$ cat src/rtl/ifetch_queue_if.sv
// Signal bundle between ifetch_queue (master) and its environment (slave):
// control inputs, IR stage outputs and the instruction read bus.
interface ifetch_queue_if;
    logic        ce;
    logic        pc_load;
    logic [15:0] pc_in;
    logic        ir_take;
    logic [15:0] ir;
    logic        ir_valid;
    logic [15:0] ir_pc;
    logic [15:0] bus_addr;
    logic        bus_rd;
    logic [15:0] bus_din;
    logic        bus_rply;
    logic        fetch_err;

    modport master (
        input  ce, pc_load, pc_in, ir_take, bus_din, bus_rply,
        output ir, ir_valid, ir_pc, bus_addr, bus_rd, fetch_err
    );
    modport slave (
        output ce, pc_load, pc_in, ir_take, bus_din, bus_rply,
        input  ir, ir_valid, ir_pc, bus_addr, bus_rd, fetch_err
    );
endinterface

$ cat src/rtl/ifetch_queue.sv
// Instruction fetch queue: fetch PC, IR stage and optional one-word prefetch
// buffer (enabled by defining IFETCH_PREFETCH_EN), with bus timeout and odd-PC trap.
module ifetch_queue #(
    parameter int BUS_TMO = 15
) (
    input logic            clk,
    input logic            reset,
    ifetch_queue_if.master bif
);
    localparam int CW = (BUS_TMO < 1) ? 1 : $clog2(BUS_TMO + 1);

`ifdef IFETCH_PREFETCH_EN
    localparam bit PREF = 1'b1;
`else
    localparam bit PREF = 1'b0;
`endif

    typedef enum logic [1:0] {IDLE, READ, STALL} state_t;

    state_t        state_q, state_d;
    logic [15:0]   fpc_q, fpc_d;
    logic [15:0]   ir_q, ir_d;
    logic [15:0]   ir_pc_q, ir_pc_d;
    logic          ir_valid_q, ir_valid_d;
    logic [15:0]   buf_q, buf_d;
    logic [15:0]   buf_pc_q, buf_pc_d;
    logic          buf_valid_q, buf_valid_d;
    logic [15:0]   bus_addr_q, bus_addr_d;
    logic          bus_rd_q, bus_rd_d;
    logic          fetch_err_q, fetch_err_d;
    logic          run_q, run_d;
    logic [CW-1:0] cnt_q, cnt_d;

    logic          take;
    logic          rply;
    logic          free;
    logic [CW-1:0] cnt_inc;
    logic [15:0]   rply_pc;

    always_comb begin
        state_d     = state_q;
        fpc_d       = fpc_q;
        ir_d        = ir_q;
        ir_pc_d     = ir_pc_q;
        ir_valid_d  = ir_valid_q;
        buf_d       = buf_q;
        buf_pc_d    = buf_pc_q;
        buf_valid_d = buf_valid_q;
        bus_addr_d  = bus_addr_q;
        bus_rd_d    = bus_rd_q;
        run_d       = run_q;
        cnt_d       = cnt_q;
        fetch_err_d = 1'b0;

        take    = bif.ir_take & ir_valid_q;
        rply    = bus_rd_q & bif.bus_rply;
        cnt_inc = cnt_q + 1'b1;
        rply_pc = bus_addr_q + 16'd2;
        free    = 1'b0;

        if (bif.ce) begin
            if (bif.pc_load) begin
                fpc_d       = bif.pc_in;
                ir_valid_d  = 1'b0;
                buf_valid_d = 1'b0;
                bus_rd_d    = 1'b0;
                cnt_d       = '0;
                run_d       = 1'b1;
                state_d     = IDLE;
            end else begin
                if (take) begin
                    if (buf_valid_q) begin
                        ir_d        = buf_q;
                        ir_pc_d     = buf_pc_q;
                        buf_valid_d = 1'b0;
                    end else if (rply) begin
                        ir_d    = bif.bus_din;
                        ir_pc_d = rply_pc;
                    end else begin
                        ir_valid_d = 1'b0;
                    end
                end
                // The reply was not consumed straight into IR above: queue it behind IR.
                if (rply && !(take && !buf_valid_q)) begin
                    if (!ir_valid_q) begin
                        ir_d       = bif.bus_din;
                        ir_pc_d    = rply_pc;
                        ir_valid_d = 1'b1;
                    end else begin
                        buf_d       = bif.bus_din;
                        buf_pc_d    = rply_pc;
                        buf_valid_d = 1'b1;
                    end
                end
                if (rply) begin
                    fpc_d = fpc_q + 16'd2;
                end
`ifndef IFETCH_PREFETCH_EN
                buf_valid_d = 1'b0;
`endif
                free = !ir_valid_d || (PREF && !buf_valid_d);

                case (state_q)
                    IDLE: begin
                        if (run_q && free) begin
                            if (fpc_q[0]) begin
                                fetch_err_d = 1'b1;
                                state_d     = STALL;
                            end else begin
                                bus_addr_d = fpc_q;
                                bus_rd_d   = 1'b1;
                                cnt_d      = '0;
                                state_d    = READ;
                            end
                        end
                    end
                    READ: begin
                        if (rply) begin
                            if (free) begin
                                bus_addr_d = fpc_d;
                                cnt_d      = '0;
                            end else begin
                                bus_rd_d = 1'b0;
                                state_d  = IDLE;
                            end
                        end else if (cnt_inc == CW'(BUS_TMO)) begin
                            cnt_d       = cnt_inc;
                            bus_rd_d    = 1'b0;
                            fetch_err_d = 1'b1;
                            state_d     = STALL;
                        end else begin
                            cnt_d = cnt_inc;
                        end
                    end
                    default: ;
                endcase
            end
        end
    end

    always_ff @(posedge clk or posedge reset) begin
        if (reset) begin
            state_q     <= IDLE;
            fpc_q       <= '0;
            ir_q        <= '0;
            ir_pc_q     <= '0;
            ir_valid_q  <= 1'b0;
            buf_q       <= '0;
            buf_pc_q    <= '0;
            buf_valid_q <= 1'b0;
            bus_addr_q  <= '0;
            bus_rd_q    <= 1'b0;
            fetch_err_q <= 1'b0;
            run_q       <= 1'b0;
            cnt_q       <= '0;
        end else begin
            state_q     <= state_d;
            fpc_q       <= fpc_d;
            ir_q        <= ir_d;
            ir_pc_q     <= ir_pc_d;
            ir_valid_q  <= ir_valid_d;
            buf_q       <= buf_d;
            buf_pc_q    <= buf_pc_d;
            buf_valid_q <= buf_valid_d;
            bus_addr_q  <= bus_addr_d;
            bus_rd_q    <= bus_rd_d;
            fetch_err_q <= fetch_err_d;
            run_q       <= run_d;
            cnt_q       <= cnt_d;
        end
    end

    assign bif.ir        = ir_q;
    assign bif.ir_pc     = ir_pc_q;
    assign bif.ir_valid  = ir_valid_q;
    assign bif.bus_addr  = bus_addr_q;
    assign bif.bus_rd    = bus_rd_q;
    assign bif.fetch_err = fetch_err_q;
endmodule

$ cat src/flat_wrapper.sv
// flat-port wrapper written by rule: the top's interface ports become plain ports
module ifetch_queue_flat 
#(
    parameter int BUS_TMO = 15
)
  (clk, reset, bif_ce, bif_pc_load, bif_pc_in, bif_ir_take, bif_bus_din, bif_bus_rply, bif_ir, bif_ir_valid, bif_ir_pc, bif_bus_addr, bif_bus_rd, bif_fetch_err);
  ifetch_queue_if bif_i ();
  input logic clk;
  input logic reset;
  input wire logic [$bits(bif_i.ce)-1:0] bif_ce;
  input wire logic [$bits(bif_i.pc_load)-1:0] bif_pc_load;
  input wire logic [$bits(bif_i.pc_in)-1:0] bif_pc_in;
  input wire logic [$bits(bif_i.ir_take)-1:0] bif_ir_take;
  input wire logic [$bits(bif_i.bus_din)-1:0] bif_bus_din;
  input wire logic [$bits(bif_i.bus_rply)-1:0] bif_bus_rply;
  output wire logic [$bits(bif_i.ir)-1:0] bif_ir;
  output wire logic [$bits(bif_i.ir_valid)-1:0] bif_ir_valid;
  output wire logic [$bits(bif_i.ir_pc)-1:0] bif_ir_pc;
  output wire logic [$bits(bif_i.bus_addr)-1:0] bif_bus_addr;
  output wire logic [$bits(bif_i.bus_rd)-1:0] bif_bus_rd;
  output wire logic [$bits(bif_i.fetch_err)-1:0] bif_fetch_err;
  assign bif_i.ce = bif_ce;
  assign bif_i.pc_load = bif_pc_load;
  assign bif_i.pc_in = bif_pc_in;
  assign bif_i.ir_take = bif_ir_take;
  assign bif_i.bus_din = bif_bus_din;
  assign bif_i.bus_rply = bif_bus_rply;
  assign bif_ir = bif_i.ir;
  assign bif_ir_valid = bif_i.ir_valid;
  assign bif_ir_pc = bif_i.ir_pc;
  assign bif_bus_addr = bif_i.bus_addr;
  assign bif_bus_rd = bif_i.bus_rd;
  assign bif_fetch_err = bif_i.fetch_err;
  ifetch_queue #(.BUS_TMO(BUS_TMO)) u_core (.clk(clk), .reset(reset), .bif(bif_i));
endmodule
$ cat config.mk
export PLATFORM = sky130hd
export DESIGN_NAME = ifetch_queue_flat
export DESIGN_NICKNAME = d
export VERILOG_FILES = /design/src/rtl/ifetch_queue_if.sv /design/src/rtl/ifetch_queue.sv /design/src/flat_wrapper.sv
export SDC_FILE = /design/constraint.sdc
export NUM_CORES = 1
export LEC_CHECK = 0
export BUFFER_PORTS_ARGS = -buffer_cell sky130_fd_sc_hd__buf_2
export CELL_PAD_IN_SITES_DETAIL_PLACEMENT = 0
export CELL_PAD_IN_SITES_GLOBAL_PLACEMENT = 1
export CORE_MARGIN = 2
export CORE_UTILIZATION = 40
export DETAILED_ROUTE_END_ITERATION = 10
export PLACE_DENSITY = 0.88
export SLEW_MARGIN = 5
export SYNTH_ARGS = -nofsm -noshare
export SYNTH_HDL_FRONTEND = slang
export SYNTH_SLANG_ARGS = --single-unit
$ cat constraint.sdc
create_clock -name clk -period 3.4 [get_ports clk]
set_input_delay 0.68 -clock clk [delete_from_list [all_inputs] [get_ports clk]]
set_output_delay 0.68 -clock clk [all_outputs]
set_load 0.03 [all_outputs]
==> summary.md <==
| Metric | Value |
|---|---|
| Run status | finished clean |
| Antenna cells | 0 |
| Pre-CTS setup slack | 1000 ps |
| Synth async-reset ratio | 1.00 |
| Top routing layer used | met4 |
| Maximum Capacitance Violations | 0 |
| EDFF count, synth | 0 |
| Syn Std Cell Area | 0.00354 mm^2 |
| Dpl hpwl | 5.82 mm |
| H-tree depth | 3 |
| Fin crit share | 0.614 |
| Min Hold Slack | 421 ps |
| F_max | 0.479 GHz |
| Initial Util | 0.410 |
| Synth Register Bits | 74 |
| Critical path fanouts, max | 29 |
| Skew final | 9.24 ps |
| Synthesized Nets | 406 |
| Number of global-route vias before repair | 2856 |
| Post-CTS Resized | 0 |
| Met3 WL post-DR | 367 um |
| Root buffer cell | clkbuf_8 |
| Number of distinct library cells after synthesis | 47 |
| Residual DRC | 0 |
| RR Startpoint | u_core.bif.bus_rd |
| Routed Antenna Nets | 0 |
| Main synth FF type | dfrtp_1 |
| Die ar. | 0.00962 mm^2 |
| Fill count | 815 |
| Via count | 2977 |
| Routed vias/inst | 5.28 |
| Crit path launch type | flop |
| Most frequent cells in the layout | 88 x buf_2, 74 x dfrtp_1, 56 x nand2_1 |
| Global-route wire length before repair | 14.0 mm |
| CTS sink count | 74 |
| # nets final | between 400 and 500 |
| Commonest non-fill, non-tap cell in the layout | buf_2 |
| Metal2 WL | 3.56 mm |
| Power density cells | 863 mW/mm^2 |
| RSZ-0062 raised after global routing | false |
| Critical path arrival | approximately 2400 ps |
| Tightest Pin Transition | 840 ps |
| Largest net degree at the start of global routing | 32 |
| Yosys warnings | 0 |
| Initial antenna violation count | 0 |
| Mean Syn Cell Area | between 9 and 10 um^2 |
| Layout cells sized above 1 | 0.300 |
| Worst skew pair latency | 340 ps |
| Die Span Y | 98.1 um |
| Worst min path class | input port to asynchronous set/reset pin |
| Final Non-Filler Cells | around 560 |
| Min cycle time layout | 2090 ps |
| Clock transition at the registers of the reported paths | 90 ps |
| Overflow after GRT | 0 |
| Slew Limit Fails | 0 |
| Max_slew headroom | 0.437 |
| Required time worst endpoint | 3670 ps |
| Global Route Usage Sum | 0.178 |
| Core footprint | between 0.008 and 0.009 mm^2 |
| TritonRoute pass-1 iters | 4 |
| Post-CTS Hold Buffers | 0 |
| Seq/Total Area, Yosys | 0.523 |
| CTS buffer count | 9 |
| CTS Buffer Depth | 2 |
| Synthesis-to-layout area growth | 21.4% |
| Worst Setup Path Type | flop to flop |
| Peak supply drop | 0.269 mV |
| CP endpoint kind | flop |
| I/O pin total | 89 |
| Setup slack after layout | 1310 ps |
| Final hold violation count | 0 |
| Floorplan row count | 34 |
| DR iter-0 viols | 197 |
| Wl on met1 | around 4 mm |
| Critical path origin | u_core.bif.bus_rd |
| Setup Viol. Count Final | 0 |
| Setup TNS | 0 ps |
| Setup Buffers After CTS | 0 |
| Cell count after synthesis | 364 |
| CTS tree | done |
| WL per Instance | 14.5 um |
| Overall die width | just under 100 um |
| Global placement routability congestion | around 0.86 |
| Placed cells | around 550 |
| Leakage Power | approximately 0.002 uW |
| Port buffer count | 88 |
| Final wirelength | 8.20 mm |
-- cells by family (layout without fill, tap and decap cells) --
| family | count (synthesis) | count (layout) | share of synthesized area |
|---|---|---|---|
| flops | 74 | 74 | 0.523 |
| buf+inv | 25 | 117 | 0.0318 |
| xor+xnor | 13 | 13 | 0.0322 |
| fa+ha+maj | 4 | 4 | 0.0141 |
| compound gates | 82 | 82 | 0.139 |
| mux | 19 | 19 | 0.0604 |
| simple gates | 147 | 147 | 0.200 |
-- path summary, 6_finish.rpt --
kind	cells after the start	endpoint	slack, ps
setup reg to reg	6	u_core.bif.ir_pc[9]	1310
setup / recovery	6	u_core.bif.ir_pc[9]	1310
max in group asynchronous	3	u_core.bif.ir_pc[10]	2180
hold / removal	2	u_core.bif.fetch_err	420
min in group clk	1	u_core.bif.ir[1]	510
hold reg to reg	1	u_core.bif.ir[1]	510
-- state kept, by name, summed over array words and instances, names as in the netlist --
name                  flops
u_core.bif.bus_addr      16
u_core.bif.ir            16
u_core.bif.ir_pc         16
u_core.fpc_q             16
u_core.cnt_q              4
u_core.state_q            2
u_core.bif.bus_rd         1
u_core.bif.fetch_err      1
u_core.bif.ir_valid       1
u_core.run_q              1
-- cells in the mapped netlist (2+ instances only) --
master,number,share of area
or3_4,2,0.0064
a21oi_1,30,0.042
and3_1,5,0.0088
nand2_1,56,0.059
or3_1,2,0.0035
a31oi_1,2,0.0035
o31ai_1,3,0.0064
nand3_1,23,0.033
mux2_2,19,0.060
nor2b_1,2,0.0035
o21a_1,2,0.0042
inv_1,7,0.0074
nor2_1,29,0.031
nor3_2,2,0.0057
xor2_1,5,0.012
xnor2_1,8,0.020
nor4_1,4,0.0071
a22oi_1,2,0.0042
buf_4,3,0.0064
ha_1,4,0.014
nand2b_1,6,0.011
o21ai_0,27,0.038
o311ai_0,2,0.0049
nor3_1,3,0.0042
and2_1,3,0.0053
clkbuf_1,7,0.0074
nand4_1,5,0.0088
a21o_1,3,0.0064
dfrtp_1,74,0.52
a32oi_1,2,0.0049
buf_2,6,0.0085
-- per-layer routing --
layer,global-route usage,up-vias
met3,0.0308,13
met2,0.260,89
met5,0,-
met4,0.0769,0
met1,0.261,1417
li1,-,1458
-- report_power, final --
part           switching (uW)  total [uW]  internal (uW)
clock                     352         770            418
combinational             977        1460            482
sequential                281        1480           1200
total                    1610        3710           2100
-- cell type report --
cell class                      instances  area (um^2)  area share
Multi-Input combinational cell        265         1580       0.367
Clock inverter                          7          100      0.0233
Sequential cell                        74         1850       0.431
Tap cell                              108          135      0.0315
Clock buffer                            9          124      0.0288
Inverter                                8         30.0     0.00699
Timing Repair Buffer                   93          478       0.111
-- worst max-delay path, stage by stage (launching register included) --
cell and delay, ps:
dfrtp_1 470, nand2_1 250, nor2_1 180, and3_2 600
buf_4 320, nor2_1 60, a21oi_1 120
-- through the flow --
stage | total power, uW | area, um^2 | util
detailed placement | 2960 | 4070 | 0.471
global placement | 2930 | 4070 | 0.471
global route | 3930 | 4300 | 0.497
CTS | 3740 | 4300 | 0.497
finish | 3710 | 4300 | 0.497
floorplan | 2500 | 3540 | -
Note: power is estimated with default switching activity, not from simulation.
